`src/rtl/ofdm_tx_deframer_if.sv`:
```
// Stream bundle for the TX deframer: symbol input from the IFFT,
// over-the-air sample output towards the DUC, plus burst/status flags.
interface ofdm_tx_deframer_if #(
  parameter int WIDTH = 32
);
  logic [WIDTH-1:0] i_tdata;
  logic             i_tlast;
  logic             i_tvalid;
  logic             i_tready;
  logic             i_eob;
  logic [WIDTH-1:0] o_tdata;
  logic             o_tlast;
  logic             o_tvalid;
  logic             o_tready;
  logic             o_sof;
  logic             o_eof;
  logic             o_framing_err;

  modport master (
    output i_tdata, i_tlast, i_tvalid, i_eob, o_tready,
    input  i_tready, o_tdata, o_tlast, o_tvalid, o_sof, o_eof, o_framing_err
  );

  modport slave (
    input  i_tdata, i_tlast, i_tvalid, i_eob, o_tready,
    output i_tready, o_tdata, o_tlast, o_tvalid, o_sof, o_eof, o_framing_err
  );
endinterface

```
`src/rtl/ofdm_tx_deframer.sv`:
```
// OFDM TX deframer: buffers IFFT symbols in a ping-pong RAM and replays
// them as gap zeros, preamble with double guard, and CP-prefixed data.
//
// state    | meaning
// S_IDLE   | waiting for the read bank to fill
// S_GAP    | emitting INITIAL_GAP zero samples at burst start
// S_PREFIX | emitting the guard / cyclic prefix from the symbol tail
// S_BODY   | emitting the full symbol, then releasing the bank
module ofdm_tx_deframer #(
  parameter int WIDTH                     = 32,
  parameter int INITIAL_GAP               = 24,
  parameter int LONG_PREAMBLE_NUM_SYMBOLS = 2,
  parameter int CYCLIC_PREFIX_LEN         = 16,
  parameter int SYMBOL_LEN                = 64
) (
  input logic              clk,
  input logic              reset,
  ofdm_tx_deframer_if.slave bus
);
  localparam int AW   = $clog2(SYMBOL_LEN);
  localparam int MAXC = (INITIAL_GAP > SYMBOL_LEN) ? INITIAL_GAP : SYMBOL_LEN;
  localparam int CW   = $clog2(MAXC + 1);
  localparam int IW   = $clog2(LONG_PREAMBLE_NUM_SYMBOLS + 2);
  localparam logic [AW-1:0] WR_LAST   = AW'(SYMBOL_LEN - 1);
  localparam logic [CW-1:0] GAP_LAST  = CW'(INITIAL_GAP - 1);
  localparam logic [CW-1:0] BODY_LAST = CW'(SYMBOL_LEN - 1);

  typedef enum logic [1:0] {S_IDLE, S_GAP, S_PREFIX, S_BODY} state_t;

  logic [WIDTH-1:0] mem_q [2*SYMBOL_LEN];

  logic          wr_bank_q;
  logic [AW-1:0] wr_cnt_q;
  logic [IW-1:0] sym_idx_q;
  logic [1:0]    full_q, full_d;
  logic [1:0]    fp_q, pre_q, eob_q;
  logic          fe_q;

  state_t        state_q;
  logic          rd_bank_q;
  logic [CW-1:0] rd_cnt_q;
  logic          rd_sob_q;
  logic          o_tvalid_q, o_tlast_q, o_sof_q, o_eof_q;
  logic [WIDTH-1:0] o_tdata_q;
  logic          o_rel_q, o_rel_bank_q;

  logic          wr_fire, wr_last, wr_is_pre;
  logic          load_en, rel, rd_nxt;
  logic [CW-1:0] cur_plen, nxt_plen;
  logic [AW:0]   rd_addr;
  logic [WIDTH-1:0] rd_data;

  function automatic logic [CW-1:0] prefix_len(input logic fp, input logic pre);
    logic [CW-1:0] p;
    if (fp)       p = CW'(2 * CYCLIC_PREFIX_LEN);
    else if (pre) p = '0;
    else          p = CW'(CYCLIC_PREFIX_LEN);
    return p;
  endfunction

  assign bus.i_tready = !full_q[wr_bank_q];
  assign wr_fire      = bus.i_tvalid && !full_q[wr_bank_q];
  assign wr_last      = (wr_cnt_q == WR_LAST);
  assign wr_is_pre    = int'(sym_idx_q) < LONG_PREAMBLE_NUM_SYMBOLS;

  // The output register reloads whenever it is empty or being consumed.
  assign load_en  = !o_tvalid_q || bus.o_tready;
  // A bank is freed only once its final body sample has left the block.
  assign rel      = o_tvalid_q && bus.o_tready && o_rel_q;
  assign rd_nxt   = ~rd_bank_q;
  assign cur_plen = prefix_len(fp_q[rd_bank_q], pre_q[rd_bank_q]);
  assign nxt_plen = prefix_len(fp_q[rd_nxt], pre_q[rd_nxt]);

  // Read address: prefix walks the symbol tail (modulo SYMBOL_LEN), body walks from 0.
  always_comb begin
    rd_addr = {rd_bank_q, rd_cnt_q[AW-1:0]};
    if (state_q == S_PREFIX) rd_addr = {rd_bank_q, rd_cnt_q[AW-1:0] - cur_plen[AW-1:0]};
  end
  assign rd_data = mem_q[rd_addr];

  // Bank-full flags: write close and read release may hit different banks together.
  always_comb begin
    full_d = full_q;
    if (wr_fire && wr_last) full_d[wr_bank_q] = 1'b1;
    if (rel)                full_d[o_rel_bank_q] = 1'b0;
  end

  // Symbol RAM write port.
  always_ff @(posedge clk) begin
    if (wr_fire) mem_q[{wr_bank_q, wr_cnt_q}] <= bus.i_tdata;
  end

  // Write side: sample count, bank tagging, symbol index and framing check.
  always_ff @(posedge clk or posedge reset) begin
    if (reset) begin
      wr_bank_q <= 1'b0;
      wr_cnt_q  <= '0;
      sym_idx_q <= '0;
      full_q    <= '0;
      fp_q      <= '0;
      pre_q     <= '0;
      eob_q     <= '0;
      fe_q      <= 1'b0;
    end else begin
      full_q <= full_d;
      fe_q   <= 1'b0;
      if (wr_fire) begin
        fe_q     <= bus.i_tlast ^ wr_last;
        wr_cnt_q <= wr_cnt_q + 1'b1;
        if (wr_last) begin
          wr_bank_q        <= ~wr_bank_q;
          pre_q[wr_bank_q] <= wr_is_pre;
          fp_q[wr_bank_q]  <= wr_is_pre && (sym_idx_q == '0);
          eob_q[wr_bank_q] <= bus.i_eob && bus.i_tlast;
          if (bus.i_eob && bus.i_tlast) sym_idx_q <= '0;
          else if (wr_is_pre)           sym_idx_q <= sym_idx_q + 1'b1;
        end
      end
    end
  end

  // Read FSM with registered output stage.
  always_ff @(posedge clk or posedge reset) begin
    if (reset) begin
      state_q      <= S_IDLE;
      rd_bank_q    <= 1'b0;
      rd_cnt_q     <= '0;
      rd_sob_q     <= 1'b1;
      o_tvalid_q   <= 1'b0;
      o_tdata_q    <= '0;
      o_tlast_q    <= 1'b0;
      o_sof_q      <= 1'b0;
      o_eof_q      <= 1'b0;
      o_rel_q      <= 1'b0;
      o_rel_bank_q <= 1'b0;
    end else begin
      if (load_en) begin
        o_tvalid_q <= 1'b0;
        o_tlast_q  <= 1'b0;
        o_sof_q    <= 1'b0;
        o_eof_q    <= 1'b0;
        o_rel_q    <= 1'b0;
      end
      case (state_q)
        S_IDLE: begin
          if (full_q[rd_bank_q]) begin
            rd_cnt_q <= '0;
            if (rd_sob_q && INITIAL_GAP > 0) state_q <= S_GAP;
            else if (cur_plen == '0)         state_q <= S_BODY;
            else                             state_q <= S_PREFIX;
          end
        end
        S_GAP: begin
          if (load_en) begin
            o_tvalid_q <= 1'b1;
            o_tdata_q  <= '0;
            o_sof_q    <= rd_sob_q;
            rd_sob_q   <= 1'b0;
            if (rd_cnt_q == GAP_LAST) begin
              o_tlast_q <= 1'b1;
              rd_cnt_q  <= '0;
              state_q   <= (cur_plen == '0) ? S_BODY : S_PREFIX;
            end else begin
              rd_cnt_q <= rd_cnt_q + 1'b1;
            end
          end
        end
        S_PREFIX: begin
          if (load_en) begin
            o_tvalid_q <= 1'b1;
            o_tdata_q  <= rd_data;
            o_sof_q    <= rd_sob_q;
            rd_sob_q   <= 1'b0;
            if (rd_cnt_q == cur_plen - 1'b1) begin
              rd_cnt_q <= '0;
              state_q  <= S_BODY;
            end else begin
              rd_cnt_q <= rd_cnt_q + 1'b1;
            end
          end
        end
        S_BODY: begin
          if (load_en) begin
            o_tvalid_q <= 1'b1;
            o_tdata_q  <= rd_data;
            o_sof_q    <= rd_sob_q;
            rd_sob_q   <= 1'b0;
            if (rd_cnt_q == BODY_LAST) begin
              o_tlast_q    <= 1'b1;
              o_eof_q      <= eob_q[rd_bank_q];
              o_rel_q      <= 1'b1;
              o_rel_bank_q <= rd_bank_q;
              rd_bank_q    <= rd_nxt;
              rd_cnt_q     <= '0;
              if (eob_q[rd_bank_q]) begin
                rd_sob_q <= 1'b1;
                state_q  <= S_IDLE;
              end else if (!full_q[rd_nxt]) begin
                state_q <= S_IDLE;
              end else if (nxt_plen == '0) begin
                state_q <= S_BODY;
              end else begin
                state_q <= S_PREFIX;
              end
            end else begin
              rd_cnt_q <= rd_cnt_q + 1'b1;
            end
          end
        end
        default: state_q <= S_IDLE;
      endcase
    end
  end

  assign bus.o_tdata       = o_tdata_q;
  assign bus.o_tvalid      = o_tvalid_q;
  assign bus.o_tlast       = o_tlast_q;
  assign bus.o_sof         = o_sof_q;
  assign bus.o_eof         = o_eof_q;
  assign bus.o_framing_err = fe_q;
endmodule

```
`src/flat_wrapper.sv`:
```
// flat-port wrapper written by rule: the top's interface ports become plain ports
module ofdm_tx_deframer_flat 
#(
  parameter int WIDTH                     = 32,
  parameter int INITIAL_GAP               = 24,
  parameter int LONG_PREAMBLE_NUM_SYMBOLS = 2,
  parameter int CYCLIC_PREFIX_LEN         = 16,
  parameter int SYMBOL_LEN                = 64
)
  (clk, reset, bus_i_tdata, bus_i_tlast, bus_i_tvalid, bus_i_eob, bus_o_tready, bus_i_tready, bus_o_tdata, bus_o_tlast, bus_o_tvalid, bus_o_sof, bus_o_eof, bus_o_framing_err);
  ofdm_tx_deframer_if #(.WIDTH(WIDTH)) bus_i ();
  input logic clk;
  input logic reset;
  input wire logic [$bits(bus_i.i_tdata)-1:0] bus_i_tdata;
  input wire logic [$bits(bus_i.i_tlast)-1:0] bus_i_tlast;
  input wire logic [$bits(bus_i.i_tvalid)-1:0] bus_i_tvalid;
  input wire logic [$bits(bus_i.i_eob)-1:0] bus_i_eob;
  input wire logic [$bits(bus_i.o_tready)-1:0] bus_o_tready;
  output wire logic [$bits(bus_i.i_tready)-1:0] bus_i_tready;
  output wire logic [$bits(bus_i.o_tdata)-1:0] bus_o_tdata;
  output wire logic [$bits(bus_i.o_tlast)-1:0] bus_o_tlast;
  output wire logic [$bits(bus_i.o_tvalid)-1:0] bus_o_tvalid;
  output wire logic [$bits(bus_i.o_sof)-1:0] bus_o_sof;
  output wire logic [$bits(bus_i.o_eof)-1:0] bus_o_eof;
  output wire logic [$bits(bus_i.o_framing_err)-1:0] bus_o_framing_err;
  assign bus_i.i_tdata = bus_i_tdata;
  assign bus_i.i_tlast = bus_i_tlast;
  assign bus_i.i_tvalid = bus_i_tvalid;
  assign bus_i.i_eob = bus_i_eob;
  assign bus_i.o_tready = bus_o_tready;
  assign bus_i_tready = bus_i.i_tready;
  assign bus_o_tdata = bus_i.o_tdata;
  assign bus_o_tlast = bus_i.o_tlast;
  assign bus_o_tvalid = bus_i.o_tvalid;
  assign bus_o_sof = bus_i.o_sof;
  assign bus_o_eof = bus_i.o_eof;
  assign bus_o_framing_err = bus_i.o_framing_err;
  ofdm_tx_deframer #(.WIDTH(WIDTH), .INITIAL_GAP(INITIAL_GAP), .LONG_PREAMBLE_NUM_SYMBOLS(LONG_PREAMBLE_NUM_SYMBOLS), .CYCLIC_PREFIX_LEN(CYCLIC_PREFIX_LEN), .SYMBOL_LEN(SYMBOL_LEN)) u_core (.clk(clk), .reset(reset), .bus(bus_i));
endmodule
```
`config.mk`:
```
export PLATFORM = sky130hd
export DESIGN_NAME = ofdm_tx_deframer_flat
export DESIGN_NICKNAME = d
export VERILOG_FILES = /design/src/rtl/ofdm_tx_deframer_if.sv /design/src/rtl/ofdm_tx_deframer.sv /design/src/flat_wrapper.sv
export SDC_FILE = /design/constraint.sdc
export NUM_CORES = 2
export LEC_CHECK = 0
export BUFFER_PORTS_ARGS = -buffer_cell sky130_fd_sc_hd__clkbuf_2
export CORE_AREA = 2 2 617 619
export CTS_CLUSTER_SIZE = 12
export DETAILED_ROUTE_END_ITERATION = 7
export DIE_AREA = 0 0 619 621
export GPL_TIMING_DRIVEN = 1
export PLACE_DENSITY = 0.55
export RECOVER_POWER = 50
export SYNTH_ARGS = -nofsm -noshare
export SYNTH_HDL_FRONTEND = slang
export SYNTH_SLANG_ARGS = --single-unit
export TNS_END_PERCENT = 20
```
`constraint.sdc`:
```
create_clock -name clk -period 11.17 [get_ports clk]
set_clock_uncertainty 0.1 [all_clocks]
set_input_delay 2.234 -clock clk [delete_from_list [all_inputs] [get_ports clk]]
set_output_delay 2.234 -clock clk [all_outputs]
set_load 0.03 [all_outputs]
```
Yosys cells after proc, flatten, opt, wreduce, memory -nomap -nowiden
Memory sizes are Yosys's and may differ from the RTL's.
Cells that the tools add are included.
{ "word_totals": {"ram_bits": 4096, "rom_bits": 0, "latchBits": 0, "reg_bits": 67, "n_memories": 1, "inputBits": 38} }
{ "memory_table": {"columns": ["memory", "words", "width", "read_ports", "rd_clocked_by_memory_dff", "write_ports", "line", "rtl"], "rows": [
  ["u_core.mem_q", 128, 32, 1, 0, 1, "ofdm_tx_deframer.sv:30", "logic [WIDTH-1:0] mem_q [2*SYMBOL_LEN];"]
]} }
{ "classes": {"shift": 0, "order_cmp": 7, "mul": 0, "div": 0, "bitwise_logic": 6, "n_reduce_logical": 28, "addsub": 5, "n_eq_ne": 16, "mux": 84} }
{ "op_table": {"columns": ["op", "n"], "rows": [
  ["$mux 32", 2],
  ["$pmux 32 s2", 1],
  ["$mux 7", 9],
  ["$mux 1", 46],
  ["$mux 2", 14],
  ["$pmux 7 s4", 1],
  ["$ne 2x1->1 const B", 8],
  ["$logic_not 7->1", 2],
  ["$reduce_and 3->1", 4],
  ["$mux 5", 2],
  ["$logic_and 1x1->1", 8],
  ["$lt 1x2->1 const B", 4],
  ["$pmux 2 s4", 1],
  ["$add 7x1->7 const B", 1],
  ["$eq 7x5->1 const B", 1],
  ["$eq 7x6->1 const B", 1],
  ["$eq 7x7->1", 1],
  ["$reduce_and 7->1", 1],
  ["$sub 7x1->7 const B", 1],
  ["$add 6x1->6 const B", 1],
  ["$bwmux 2", 3],
  ["$eq 6x6->1 const B", 1],
  ["$mux 6", 1],
  ["$reduce_bool 2->1", 3],
  ["other kinds (21)", 29]
]} }

Longest topological paths before layout
{ "depth": {"depth_word": 12, "ltp_mapped": 13, "ltp_nobuf": 9} }

Least setup slack after synthesis
No wires, ideal clock.
{ "synth_path": {"path_kind": "input port to flip-flop", "start": "in bus_i_tvalid", "end": "mem u_core.mem_q[127][0], enable pin", "setup_ns": 0.421, "path_slack_ns": 6.203, "arrival_time_ns": 4.446, "path_stages": 5, "path_cell_list": "and3_1 > clkbuf_1 > nand3_1 > clkbuf_1 > nor2_1"} }
{ "synth_between": {"elab_chain_len": 3} }
{ "synth_lines": {"columns": ["item", "line", "rtl"], "rows": [
  ["start, declared", "flat_wrapper.sv:16", "input wire logic [$bits(bus_i.i_tvalid)-1:0] bus_i_tvalid;"],
  ["$logic_and 1x1->1", "ofdm_tx_deframer.sv:62", "assign wr_fire = bus.i_tvalid && !full_q[wr_bank_q];"],
  ["$mux 1", "ofdm_tx_deframer.sv:90", "if (wr_fire) mem_q[{wr_bank_q, wr_cnt_q}] <= bus.i_tdata;"],
  ["$mux 1 (not written as such)", "ofdm_tx_deframer.sv:90", null],
  ["end, declared", "ofdm_tx_deframer.sv:30", null]
]} }
Every way passes these cells.

Worst setup path after layout
{ "layout_path": {"start": "in bus_i_tdata[6]", "end": "mem u_core.mem_q[16][6], data pin"} }
{ "layout_rtl": {"columns": ["item", "line", "rtl"], "rows": [
  ["start, declared", "flat_wrapper.sv:14", "input wire logic [$bits(bus_i.i_tdata)-1:0] bus_i_tdata;"]
]} }
No word-level cell before the write port.

==> results.txt <==
* Max-capacitance violation count: 77
- The final number of max-transition violations was 4315.
- Floorplan core area: 377800 sq um
* Cell area after synthesis: roughly 160000 sq um
- At the pin with the least slew margin, the transition time is 5.382 ns.
- Cell leakage power: 54.95 nW
* Ports: 76
- Starting DRT DRC Count: 9720
- Reg-to-Reg End: u_core.bus.o_tdata[12]$_DFFE_PP0P_
- Yosys Warn Count: 0
- The detail route stage leaves a number of antenna-violating nets equal to 0.
* Post-route clock period utilization: between 70% and 80%
- In this run the worst setup path begins at bus_i_tdata[6].
- Synthesis produced 6825 cells.
- Starting density of the core: 41.90%
- Clock-pin slew was measured on the worst setup and hold paths at 0.07 ns.
* Time the final worst path needs with I/O delays and setup: 8.289 ns
- Post-CTS repair changed the size of 0 cells.
* Syn Area/Cell: 23.19 sq um
- Maximum count of clock buffers along a single path: 4
* Estimated wirelength of the detail-placed design: 257.2 mm
* Hold slack final: 0.4057 ns
* Total of flip-flops plus latches after synthesis: 4163
* Most common cell type on the critical path: clkbuf_1
* Peak supply drop: 0.2876 mV
* Routability cong.: 0.8342
- Relative slew slack: -258.8%
- Total detailed-routing wirelength: 450.5 mm
* Number of buffers inserted by post-CTS setup repair: 0
- Crit Reg-Reg Startpoint: u_core.rd_cnt_q[0]$_DFFE_PP0P_
* Cells traversed along the worst timing path: clkbuf_1, clkbuf_1
- STA puts the critical path data arrival time at 8.17 ns.
* Clk sink count: 4163
* Maximum number of pins on one net before global-route repair: between 100 and 150
* Slack of the critical path: 2.881 ns
- In this run, CTS created clock tree buffers numbering around 430.
* Critical-path cell with the highest stage delay: clkbuf_1
* Highest net fanout along the worst path: between 80 and 90
- Global routing used 31.36% of the available met1 tracks.
* Data required time at the worst endpoint: roughly 11 ns
- Counting buffers and inverters, the worst setup path is 2 cells deep.
* Hold_buf cts: 0
- Share of the synthesized area in the top cell type: 77.70%
- The floorplan has 226 rows.
- Across all register-to-register paths, the minimum setup slack is 4.17 ns.
- In the post-synthesis netlist, the cell with the most instances is edfxtp_1.
* Residual overflow from global routing: 0
- Dividing the detail-routed wire length by the instance count gives 35.87 um.
- Sort of element at the start of the critical path: primary input
- CTS HTree Levels: 5
- In this run the power density over the cells is 240.0 nW/um^2.
- Count of flip-flops with a built-in enable after synthesis: a little over 4000
* IO Port Bufs: 75
- Routed via count divided by cell count: approximately 6
* Result of the run: complete, but fails checks
- Setup TNS after final layout: 0 ns
- Buffers & Inverters on Critical Path: 2
- Global routing consumed, on the met2 layer, 38.38% of the routing resources.
- Measured along the y axis, the die boundary spans 621 um.
* Most instantiated cells after synthesis: edfxtp_1 (4096), mux4_2 (1024), mux2i_1 (261)
- Dominant cell type by area after synthesis: edfxtp_1
- The design draws 0.04307 W.
- Achievable clock frequency: ~0.12 GHz
* Non-Filler Instances: between 10000 and 15000
* Logic depth of the worst register-to-register path: 8
* Initial antenna violation count: 35
- At the later pin of the worst-skew pair, clock insertion delay measures 0.97 ns.
* Post-placement setup slack: between 5 and 6 ns
* Count of cell types in the netlist: 54
- Final Hold Violating Endpoints: 0
* Met3 capacity usage during global routing: 3.185%
* CP delay by family, top: buffers and inverters
* Most crowded layer after global routing: met2
- For this run, the detailed router's first-pass iteration total came to 5.
* Placed cell count: ~12000
- The die is 619 um wide.
- Of the cells placed in the final design, the portion with a size suffix greater than 1 is between 20% and 30%.
* Sequential element share of the synthesized area: 78.76%
- Across every metal layer, demand over resource in global routing totals 23.19%.
- Number of nets produced by synthesis: 6871
- Async SR Flop Fraction: roughly 1.6%
- Type of destination of the critical path: flop
* Post-layout nets: 7278
- Setup repair after global routing left no endpoint under its margin.
- Setup-violating endpoint count in the final report: 0
- Clock tree synthesis selected as its root buffer the cell clkbuf_16.
- Failing checks: max-capacitance violations, max-slew violations
- Clock tree from TritonCTS: built
- The first global-routing pass estimated 621.2 mm of wire.
* Die area: 384400 sq um
- Total DRC errors in the routed layout: 0
- From synthesis to final layout, the design area changed by 13.38%.
* Stage delay of the slowest cell on the critical path: 3.69 ns
- In the post-synthesis netlist, the biggest area contributors are edfxtp_1 (78%), mux4_2 (15%), mux2i_1 (1.7%).
* Start-to-end type of the worst setup path: primary input to flop
- The via count of the first global-routing pass was 76340.
- Prevailing post-synth register cell: edfxtp_1
* Total number of vias: 75480
- Worst hold path type: flop to flop
- The critical path ends at u_core.mem_q[16][6]$_DFFE_PP_.
cell usage in the layout (no fill, tap or decap), types with 10 or more instances in the layout:
| master | instances |
|---|---|
| clkinv_1 | 82 |
| nand3_1 | 16 |
| mux4_2 | 1024 |
| bufinv_16 | 14 |
| nor4_2 | 25 |
| nor2_1 | 32 |
| a22oi_1 | 256 |
| nor4_1 | 38 |
| clkbuf_1 | 209 |
| clkbuf_16 | 434 |
| a211oi_1 | 108 |
| clkbuf_2 | 41 |
| inv_1 | 14 |
| a211oi_2 | 21 |
| buf_4 | 237 |
| clkinv_2 | 47 |
| edfxtp_1 | 4096 |
| nand2_1 | 65 |
| o22ai_1 | 129 |
| mux2i_1 | 261 |
| o21ai_0 | 16 |
| dfrtp_1 | 65 |
| buf_12 | 13 |
| o221ai_1 | 32 |
| nor2_4 | 115 |
| clkbuf_8 | 10 |
worst min-delay path by stage:
| stage | start | end | slack (ns) | cells after the start |
|---|---|---|---|---|
| finish | u_core.rd_sob_q$_DFFE_PP1P_ | u_core.rd_sob_q$_DFFE_PP1P_ | 0.41 | 2 |
| global route | u_core.rd_sob_q$_DFFE_PP1P_ | u_core.rd_sob_q$_DFFE_PP1P_ | 0.44 | 2 |
| CTS | u_core.rd_sob_q$_DFFE_PP1P_ | u_core.rd_sob_q$_DFFE_PP1P_ | 0.41 | 2 |
| detailed placement | u_core.sym_idx_q[0]$_DFFE_PP0P_ | u_core.sym_idx_q[0]$_DFFE_PP0P_ | 0.39 | 1 |
| global placement | u_core.sym_idx_q[0]$_DFFE_PP0P_ | u_core.sym_idx_q[0]$_DFFE_PP0P_ | 0.39 | 1 |
| floorplan | u_core.rd_sob_q$_DFFE_PP1P_ | u_core.rd_sob_q$_DFFE_PP1P_ | 0.37 | 2 |
sequential cells by signal, indices dropped and copies added, names as in the netlist, named ones only:
| name | count |
|---|---|
| u_core.mem_q | 4096 |
| u_core.bus.o_tdata | 32 |
| u_core.rd_cnt_q | 7 |
| u_core.wr_cnt_q | 6 |
| u_core.eob_q | 2 |
| u_core.fp_q | 2 |
| u_core.full_q | 2 |
| u_core.pre_q | 2 |
| u_core.state_q | 2 |
| u_core.sym_idx_q | 2 |
| u_core.bus.o_framing_err | 1 |
| u_core.bus.o_tlast | 1 |
| u_core.o_rel_bank_q | 1 |
| u_core.rd_bank_q | 1 |
| u_core.rd_sob_q | 1 |
| u_core.wr_bank_q | 1 |
stage by stage:
stage          instance area, sq um  utilization, %
2_1_floorplan                158300               -
3_3_place_gp                 166800           44.15
3_5_place_dp                 167100           44.24
4_1_cts                      179900           47.62
5_1_grt                      179500           47.51
6_report                     179500           47.51
cell families after synthesis:
kind of cell / after synthesis / synth area share (%)
adders and majority gates: 8 / 0.06323
and+or+nand+nor: 343 / 1.007
xor gates and xnor gates: 12 / 0.07589
muxes: 1294 / 16.28
buffers and inverters: 409 / 1.088
DFF: 4163 / 78.76
AOI/OAI and AO/OA: 596 / 2.724
final cells by class:
class / instances / area [sq um]
inverters: 15 / 57.56
well taps: 5016 / 6276
clock inverters: 162 / 1276
repair buffers: 371 / 2575
diodes: 4 / 10.01
flip-flops and latches: 4163 / 124700
multi-input cells: 2253 / 33110
fillers: 30770 / 198300
clock buffers: 577 / 11500
power breakdown:
part,internal [W],total [W],switching [W]
logic,0.00424,0.0119,0.00766
clock network,0.00749,0.0133,0.00582
registers,0.0176,0.0179,0.000280
total,0.0293,0.0431,0.0138
per-layer routing:
metal | wire [um] | vias up
met1 | 177100 | 41410
li1 | - | 30290
met2 | 223700 | 3106
met4 | 19280 | 6
met3 | 30390 | 671
met5 | 39 | -
Note: power is estimated with default switching activity, not from simulation.
